==> src/rtl/viterbi_pkg.sv <==
// Shared types and constants for the Viterbi survivor-memory sequencing logic.
package viterbi_pkg;
  localparam int ADDR_W_DEFAULT = 10;
  localparam int NUM_BANKS      = 4;

  typedef logic [1:0] bank_idx_t;

  typedef enum logic [1:0] {IDLE, FILL0, FILL1, RUN} ctrl_state_e;
endpackage

==> src/rtl/trellis_bank_map.sv <==
// Role map: write bank b at wr_cnt, read banks b+1/b+3 at rd_cnt, park bank b+2 at 0.
module trellis_bank_map
  import viterbi_pkg::*;
#(
  parameter int ADDR_W = ADDR_W_DEFAULT
) (
  input  bank_idx_t                             b,
  input  logic [ADDR_W-1:0]                     wr_cnt,
  input  logic [ADDR_W-1:0]                     rd_cnt,
  output logic [NUM_BANKS-1:0][ADDR_W-1:0]      addr,
  output logic [NUM_BANKS-1:0]                  wr
);
  always_comb begin
    addr = '0;
    wr   = '0;
    for (int i = 0; i < NUM_BANKS; i++) begin
      case (bank_idx_t'(i) - b)
        2'd0:    begin addr[i] = wr_cnt; wr[i] = 1'b1; end
        2'd2:    addr[i] = '0;
        default: addr[i] = rd_cnt;
      endcase
    end
  end
endmodule

==> src/rtl/trellis_mem_ctrl.sv <==
// Survivor-memory sequencer: address counters, bank rotation, TBU start and display ping-pong.
// Optional TRELLIS_STALL_EN adds a stall input that freezes counters, bank and FSM.
module trellis_mem_ctrl
  import viterbi_pkg::*;
#(
  parameter int ADDR_W       = ADDR_W_DEFAULT,
  parameter int DISP_WR_INIT = 2,
  parameter int DISP_RD_INIT = 2**ADDR_W - 3
) (
  input  logic                              clk,
  input  logic                              rst,
  input  logic                              enable,
`ifdef TRELLIS_STALL_EN
  input  logic                              stall,
`endif
  output logic [NUM_BANKS-1:0][ADDR_W-1:0]  bank_addr,
  output logic [NUM_BANKS-1:0]              bank_wr,
  output logic [1:0]                        tbu_en,
  output bank_idx_t                         tbu0_src0,
  output bank_idx_t                         tbu0_src1,
  output bank_idx_t                         tbu1_src0,
  output bank_idx_t                         tbu1_src1,
  output logic [1:0]                        tbu_sel,
  output logic [1:0][ADDR_W-1:0]            disp_addr,
  output logic                              out_sel,
  output logic                              run
);
  logic                             hold, advance, wrap;
  logic [ADDR_W-1:0]                wr_cnt, rd_cnt, dwr, drd;
  bank_idx_t                        bank, p;
  bank_idx_t                        bank_pipe [2];
  logic [3:0]                       b0_pipe;
  logic                             q;
  ctrl_state_e                      state;
  logic [NUM_BANKS-1:0][ADDR_W-1:0] map_addr;
  logic [NUM_BANKS-1:0]             map_wr;

`ifdef TRELLIS_STALL_EN
  assign hold = enable & stall;
`else
  assign hold = 1'b0;
`endif
  assign advance = enable & ~hold;
  assign wrap    = &wr_cnt;
  assign rd_cnt  = ~wr_cnt;
  assign p       = bank_pipe[1];
  assign q       = b0_pipe[2];

  trellis_bank_map #(.ADDR_W(ADDR_W)) u_map (
    .b      (bank),
    .wr_cnt (wr_cnt),
    .rd_cnt (rd_cnt),
    .addr   (map_addr),
    .wr     (map_wr)
  );

  // bank survives enable drops; only rst clears it
  always_ff @(posedge clk) begin
    if (!rst) begin
      wr_cnt <= '0;
      bank   <= '0;
      dwr    <= ADDR_W'(DISP_WR_INIT);
      drd    <= ADDR_W'(DISP_RD_INIT);
    end else if (!enable) begin
      wr_cnt <= '0;
      dwr    <= ADDR_W'(DISP_WR_INIT);
      drd    <= ADDR_W'(DISP_RD_INIT);
    end else if (!hold) begin
      wr_cnt <= wr_cnt + 1'b1;
      dwr    <= dwr - 1'b1;
      drd    <= drd + 1'b1;
      if (wrap) bank <= bank + 1'b1;
    end
  end

  // delay pipes keep shifting through stalls
  always_ff @(posedge clk) begin
    if (!rst) begin
      bank_pipe[0] <= '0;
      bank_pipe[1] <= '0;
      b0_pipe      <= '0;
    end else begin
      bank_pipe[0] <= bank;
      bank_pipe[1] <= bank_pipe[0];
      b0_pipe      <= {b0_pipe[2:0], bank[0]};
    end
  end

  always_ff @(posedge clk) begin
    if (!rst) begin
      bank_addr <= '0;
      bank_wr   <= '0;
      tbu_en    <= '0;
      tbu0_src0 <= '0;
      tbu0_src1 <= '0;
      tbu1_src0 <= '0;
      tbu1_src1 <= '0;
      tbu_sel   <= '0;
      disp_addr <= '0;
      out_sel   <= 1'b0;
    end else begin
      bank_addr <= map_addr;
      bank_wr   <= advance ? map_wr : '0;
      tbu_en    <= tbu_en | {p == 2'd3, p == 2'd2};
      tbu0_src0 <= p[1] ? 2'd1 : 2'd3;
      tbu0_src1 <= p[1] ? 2'd0 : 2'd2;
      tbu1_src0 <= (p == 2'd0 || p == 2'd3) ? 2'd2 : 2'd0;
      tbu1_src1 <= (p == 2'd0 || p == 2'd3) ? 2'd1 : 2'd3;
      tbu_sel   <= {~p[0], p[0]};
      disp_addr[0] <= q ? dwr : drd;
      disp_addr[1] <= q ? drd : dwr;
      out_sel   <= b0_pipe[3];
    end
  end

  always_ff @(posedge clk) begin
    if (!rst) begin
      state <= IDLE;
      run   <= 1'b0;
    end else if (!enable) begin
      state <= IDLE;
      run   <= 1'b0;
    end else if (!hold) begin
      case (state)
        IDLE:    state <= FILL0;
        FILL0:   if (wrap) state <= FILL1;
        FILL1:   if (wrap) begin state <= RUN; run <= 1'b1; end
        default: begin state <= RUN; run <= 1'b1; end
      endcase
    end
  end
endmodule

==> config.mk <==
export PLATFORM = sky130hd
export DESIGN_NAME = trellis_mem_ctrl
export DESIGN_NICKNAME = d
export VERILOG_FILES = /design/src/rtl/viterbi_pkg.sv /design/src/rtl/trellis_bank_map.sv /design/src/rtl/trellis_mem_ctrl.sv
export SDC_FILE = /design/constraint.sdc
export NUM_CORES = 1
export LEC_CHECK = 0
export BUFFER_PORTS_ARGS = -buffer_cell sky130_fd_sc_hd__buf_2
export CORE_ASPECT_RATIO = 0.8
export CORE_MARGIN = 2
export CORE_UTILIZATION = 55
export DETAILED_ROUTE_END_ITERATION = 16
export GPL_TIMING_DRIVEN = 0
export HOLD_SLACK_MARGIN = 0.1
export PLACE_DENSITY_LB_ADDON = 0.3
export SYNTH_ARGS = -nofsm -noshare
export SYNTH_HDL_FRONTEND = slang
export SYNTH_SLANG_ARGS = --single-unit
export TNS_END_PERCENT = 5
==> constraint.sdc <==
create_clock -name clk -period 2.21 [get_ports clk]
set_input_delay 0.5525 -clock clk [delete_from_list [all_inputs] [get_ports clk]]
set_output_delay 0.5525 -clock clk [all_outputs]
set_load 0.01 [all_outputs]
==> results of run 1 <==
## final cells by class
| cell class | count | area [um2] | area share |
|---|---|---|---|
| clock buffer | 22 | 473 | 0.0873 |
| clock inverter | 10 | 108 | 0.0199 |
| inverter | 12 | 45.0 | 0.00831 |
| tap | 105 | 131 | 0.0242 |
| timing repair buffer | 78 | 390 | 0.0720 |
| multi-input combinational | 286 | 1820 | 0.336 |
| buffer | 41 | 189 | 0.0349 |
| sequential | 113 | 2260 | 0.417 |
## sequential cells by signal, indices dropped and copies added, names as in the netlist, 2 cells and up
name and cells:
bank_addr 40, disp_addr 20, drd 10, dwr 10, wr_cnt 10, b0_pipe 4
bank_wr 4, bank 2, bank_pipe 2, state 2, tbu0_src0 2, tbu_en 2
## per-layer routing
metal / up-vias / routed length, um / GRT usage
met2: 139 / 4340 / 0.344
met1: 1614 / 4680 / 0.336
met3: 20 / 668 / 0.0884
met4: 0 / 155 / 0.0813
li1: 1706 / - / -
met5: - / 0 / 0
## worst max-delay path by stage
stage                                    start  slack, ns                        to  cells after the start
after floorplan              dwr[0]$_SDFF_PN0_       0.68         dwr[6]$_SDFF_PN0_                      5
after global placement                     rst       0.30         drd[6]$_SDFF_PN1_                      6
after detailed placement                   rst       0.27     state[1]$_SDFFE_PN0P_                      7
after CTS                 bank[1]$_SDFFE_PN0P_       0.46  bank_addr[17]$_SDFF_PN0_                      6
after global routing      bank[1]$_SDFFE_PN0P_       0.25  bank_addr[18]$_SDFF_PN0_                      6
final                     bank[1]$_SDFFE_PN0P_       0.42  bank_addr[10]$_SDFF_PN0_                      6
## logic make-up after synthesis
kind of cell             Yosys count  synth area share
AO/OA/AOI/OAI                     70            0.0998
XOR/XNOR                           8            0.0162
adder cells (fa/ha/maj)           11            0.0319
buffers and inverters             53            0.0542
flip-flops                       113             0.524
multiplexers                      24            0.0560
other                              1          0.000869
AND/OR/NAND/NOR                  171             0.217
## cells in the mapped netlist, drive strengths merged
master,number
ha,11
a21boi,20
mux2,1
mux2i,23
a21oi,20
o31ai,5
o311ai,1
and3,6
nand2b,2
clkbuf,26
nor2b,34
buf,15
inv,12
o31a,1
xnor2,5
dfxtp,113
nand3,11
nand4,3
and2,18
o311a,1
or4b,1
or4,3
nor3,11
or3,23
nor4,4
conb,1
nand2,45
or2,2
o21a,2
o21ai,20
nor2,8
xor2,3
## per-stage QoR
| stage | area [um2] | hold WS [ns] | setup WS, ns | utilization | instances |
|---|---|---|---|---|---|
| 2_1_floorplan | 4320 | 0.411 | 0.680 | - | 452 |
| 3_3_place_gp | 4840 | 0.426 | 0.302 | 0.646 | 635 |
| 3_5_place_dp | 4840 | 0.429 | 0.266 | 0.646 | 635 |
| 4_1_cts | 5420 | 0.164 | 0.458 | 0.723 | 667 |
| 5_1_grt | 5420 | 0.158 | 0.253 | 0.723 | 667 |
| 6_report | 5420 | 0.172 | 0.417 | 0.723 | 667 |
## report_power, final
group          internal, mW  total, mW  switching (mW)
sequential             2.10       2.13          0.0308
clock                  1.71       2.61           0.897
combinational         0.101      0.236           0.135
total                  3.91       4.97            1.06
==> impl_metrics.env, run 1 <==
export IMPL_synth_top_area_cell="dfxtp_1"
export IMPL_clk_insertion_delay_late_ns=0.51
export IMPL_synthTopCellsByArea="dfxtp_1, mux2i_1, nor2b_1, nand2_1, a21boi_0"
export IMPL_start_util=0.575
export IMPL_leakagePower_nw=2.35
export IMPL_syn_area_per_cell_um2=9.57
export IMPL_total_power_mw=4.97
export IMPL_root_buffer="clkbuf_8"
export IMPL_maxCapViolCount=0
export IMPL_gp_congestion=0.865
export IMPL_fin_setup_tns_ns=0
export IMPL_crit_buf_inv=3
export IMPL_grt_pass1_vias=3186
export IMPL_antenna_found_initial=0
export IMPL_clockBufferDepth=2
export IMPL_numCtsBuffers=17
export IMPL_worst_setup_path_end_kind="flip-flop"
export IMPL_drc_errors=0
export IMPL_path_cells="inv_1 > ha_1 > clkbuf_1 > clkbuf_1 > nand2_1 > a21boi_0"
export IMPL_die_y_um=83.2
export IMPL_drt_wl_total_um=9840
export IMPL_finalClockSkew_ns=0.00682
export IMPL_grt_pass1_wl_um=15800
export IMPL_peakVddDrop_mv=0.620
export IMPL_cp_start_kind="flip-flop"
export IMPL_fin_crit_sh=0.811
export IMPL_synth_yosys_seq_area_share=0.524
export IMPL_rows=28
export IMPL_cp_slowest_cell="clkbuf_1"
export IMPL_drive_gt1_frac=0.237
export IMPL_cp_max_fo=10
export IMPL_ys_seq_elements=113
export IMPL_yosysWarningCount=0
export IMPL_viasPerCell=5.22
export IMPL_grtUsageTotal=0.241
export IMPL_dr_pass1_iters=5
export IMPL_period_minus_slack_ns=1.79
export IMPL_grt_setup_unrepaired="false"
export IMPL_setup_viol=0
export IMPL_cp_data_arrival_time_ns=2.21
export IMPL_path_delay_family="buffers and inverters"
export IMPL_hold_viol_final=0
export IMPL_hp_class="input port to flip-flop"
export IMPL_nets=563
export IMPL_synth_top_area_share=0.524
export IMPL_postSynthCellCount=451
export IMPL_fp_dieW_um=103
export IMPL_min_path_cells=1
export IMPL_final_common_cell="dfxtp_1"
export IMPL_status="finished, final reports clean"
export IMPL_slowest_delay_ns=0.38
export IMPL_core_um2=7500
export IMPL_dp_hpwl_um=6560
export IMPL_grt_remaining_overflow=0
export IMPL_cts_tree="yes"
export IMPL_drtIter0Drc=273
export IMPL_reg2reg_depth=6
export IMPL_required_ns=2.63
export IMPL_max_freq_ghz=0.558
export IMPL_grt_max_degree=17
export IMPL_critPathKind="flip-flop to flip-flop"
export IMPL_crit_path_frequent_cell="clkbuf_1"
export IMPL_r2r_slack_ns=0.42
export IMPL_dieArea_um2=8570
export IMPL_io_pins=81
export IMPL_clk_pin_slew_ns=0.05
export IMPL_slew_violations=0
export IMPL_mostFrequentLayoutCells="dfxtp_1, buf_2, nand2_1"
export IMPL_min_from="rst"
export IMPL_fillers=570
export IMPL_antenna_left=0
export IMPL_routedWlPerCell_um=14.8
export IMPL_vias=3479
export IMPL_r2r_end="bank_addr[10]$_SDFF_PN0_"
export IMPL_synth_cell_type_count=37
export IMPL_n_antenna_cell=0
export IMPL_cts_sinks=113
export IMPL_holdPathEnd="tbu0_src0[0]$_SDFF_PN0_"
export IMPL_syn_to_final_growth_pct=25.6
export IMPL_cts_resized=0
export IMPL_reg2reg_from="bank[1]$_SDFFE_PN0P_"
export IMPL_port_buffers=78
export IMPL_ctsHoldBuffers=0
export IMPL_cts_setup_buffers=0
export IMPL_power_density_nw_per_um2=917
export IMPL_ctsHtreeMaxLevel=4
export IMPL_syn_area_um2=4310
Power figures use the tool's default switching activity.
==> run 2, diff against run 1 <==
clock period = 1.8 ns   (was 2.21 ns; I/O delays follow)
==> impl_metrics.env, run 2 (synthesis results as in run 1) <==
export IMPL_max_slew_margin_rel=0.662
export IMPL_tightest_slew_ns=0.507
export IMPL_power_density_nw_per_um2=1120
export IMPL_dp_hpwl_um=6560
export IMPL_clk_pin_slew_ns=0.05
export IMPL_reg2reg_depth=5
export IMPL_drtIter0Drc=304
export IMPL_dp_cells=635
export IMPL_drt_wl_total_um=9960
export IMPL_switchingPower_mw=1.30
export IMPL_pwr_share_seq=0.429
export IMPL_final_common_cell="dfxtp_1"
export IMPL_largest_register_ffs=40
export IMPL_reg2reg_from="dwr[0]$_SDFF_PN0_"
export IMPL_port_buffers=78
export IMPL_power_internal_mw=4.80
export IMPL_drive_gt1_frac=0.245
export IMPL_critPathKind="flip-flop to flip-flop"
export IMPL_r2r_end="dwr[8]$_SDFF_PN0_"
export IMPL_setup_viol=0
export IMPL_grt_setup_unrepaired="true"
export IMPL_nets=564
export IMPL_cts_tree="yes"
export IMPL_preCtsSetupSlack_ns=-0.0413
export IMPL_vias=3494
export IMPL_min_from="enable"
export IMPL_start_util=0.575
export IMPL_power_share_switching=0.213
export IMPL_cp_data_arrival_time_ns=2.20
export IMPL_clk_insertion_delay_late_ns=0.51
export IMPL_hp_class="input port to flip-flop"
export IMPL_cp_slowest_cell="or4b_4"
export IMPL_period_minus_slack_ns=1.77
export IMPL_p_clk_frac=0.523
export IMPL_cp_start_kind="flip-flop"
export IMPL_root_buffer="clkbuf_8"
export IMPL_peakVddDrop_mv=0.760
export IMPL_cts_sinks=113
export IMPL_antenna_found_initial=0
export IMPL_setup_slack_ns=0.0300
export IMPL_fin_crit_sh=0.983
export IMPL_mostFrequentLayoutCells="dfxtp_1, buf_2, nand2_1"
export IMPL_leakagePower_nw=2.37
export IMPL_grtUsageTotal=0.241
export IMPL_n_antenna_cell=0
export IMPL_grt_pass1_vias=3184
export IMPL_numCtsBuffers=17
export IMPL_routedWlPerCell_um=14.9
export IMPL_top_regs="bank_addr x40, disp_addr x20"
export IMPL_finalInstanceArea_um2=5450
export IMPL_dieArea_um2=8570
export IMPL_p_comb_frac=0.048
export IMPL_fp_dieW_um=103
export IMPL_gp_congestion=0.865
export IMPL_placed_area_um2=4840
export IMPL_finalClockSkew_ns=0.00652
export IMPL_r2r_slack_ns=0.03
export IMPL_core_um2=7500
export IMPL_worst_setup_path_end_kind="flip-flop"
export IMPL_dr_pass1_iters=5
export IMPL_ctsHtreeMaxLevel=4
export IMPL_status="finished, final reports clean"
export IMPL_antenna_left=0
export IMPL_grt_pass1_wl_um=15800
export IMPL_io_pins=81
export IMPL_slowest_delay_ns=0.50
export IMPL_holdPathEnd="drd[1]$_SDFF_PN0_"
export IMPL_syn_to_final_growth_pct=26.3
export IMPL_clockBufferDepth=2
export IMPL_top_register="bank_addr"
export IMPL_max_freq_ghz=0.565
export IMPL_fillers=571
export IMPL_hold_viol_final=0
export IMPL_grt_remaining_overflow=0
export IMPL_min_path_cells=2
export IMPL_cp_max_fo=6
export IMPL_die_y_um=83.2
export IMPL_total_power_mw=6.11
export IMPL_maxCapViolCount=0
export IMPL_required_ns=2.23
export IMPL_slew_violations=0
export IMPL_drc_errors=0
export IMPL_stdcell_count=668
export IMPL_viasPerCell=5.23
export IMPL_rows=28
export IMPL_grt_max_degree=17
export IMPL_path_cells="inv_1 > ha_2 > or4b_4 > or3_1 > a21oi_2"
-- run 2: changes by cell type in the layout (fill, tap and decap cells not counted), sizes merged --
| cell | change |
|---|---|
| dlygate4sd3 | +1 |
-- run 2: what timing repair did --
action                                 in CTS  in global routing
setup endpoints to repair                   0                 22
buffers inserted                            0                  0
hold buffers                                1                  0
endpoints found under the hold margin       1                  0
resized for setup                           0                 11
-- run 2: critical path, delay by kind of cell (launching register included) --
family          cells  cell delay (ns)
fa+ha+maj           1             0.20
simple gates        2             0.88
buf+inv             1             0.08
compound gates      1             0.18
flops               1             0.35
-- run 2: worst max-delay path by stage --
stage	slack, ns	to	from
after CTS	0.05	bank_addr[17]$_SDFF_PN0_	bank[1]$_SDFFE_PN0P_
after floorplan	0.27	dwr[6]$_SDFF_PN0_	dwr[0]$_SDFF_PN0_
after global routing	-0.05	dwr[8]$_SDFF_PN0_	dwr[0]$_SDFF_PN0_
after detailed placement	-0.04	state[1]$_SDFFE_PN0P_	rst
after global placement	-0.005	drd[6]$_SDFF_PN1_	rst
final	0.03	dwr[8]$_SDFF_PN0_	dwr[0]$_SDFF_PN0_
-- run 2: through the flow --
| stage | utilization | setup TNS (ns) | hold slack [ns] |
|---|---|---|---|
| 2_1_floorplan | - | 0 | 0.411 |
| 3_3_place_gp | 0.646 | -0.00735 | 0.426 |
| 3_5_place_dp | 0.646 | -0.178 | 0.429 |
| 4_1_cts | 0.724 | 0 | 0.289 |
| 5_1_grt | 0.727 | -0.0795 | 0.298 |
| 6_report | 0.727 | 0 | 0.309 |
-- run 2: final cells by class --
class	instances	area, um2	share of cell area
Timing Repair Buffer	79	400	0.0735
Clock inverter	10	108	0.0197
Inverter	12	45.0	0.00827
Multi-Input combinational cell	286	1840	0.337
Buffer	41	193	0.0354
Clock buffer	22	473	0.0868
Tap cell	105	131	0.0241
Sequential cell	113	2260	0.415
-- run 2: power groups by stage --
stage	Clock [mW]	Sequential [mW]	Combinational, mW
after CTS	3.22	2.62	0.291
after floorplan	0	2.69	0.153
after global placement	0	2.66	0.276
final	3.19	2.62	0.294
after global routing	3.35	2.62	0.327
after detailed placement	0	2.67	0.287
-- run 2: metal layers --
layer | track usage | up-vias | part of all wire
li1 | - | 1705 | -
met1 | 0.336 | 1629 | 0.47
met2 | 0.344 | 144 | 0.45
met4 | 0.0813 | 0 | 0.015
met5 | 0 | - | 0
met3 | 0.0884 | 16 | 0.068
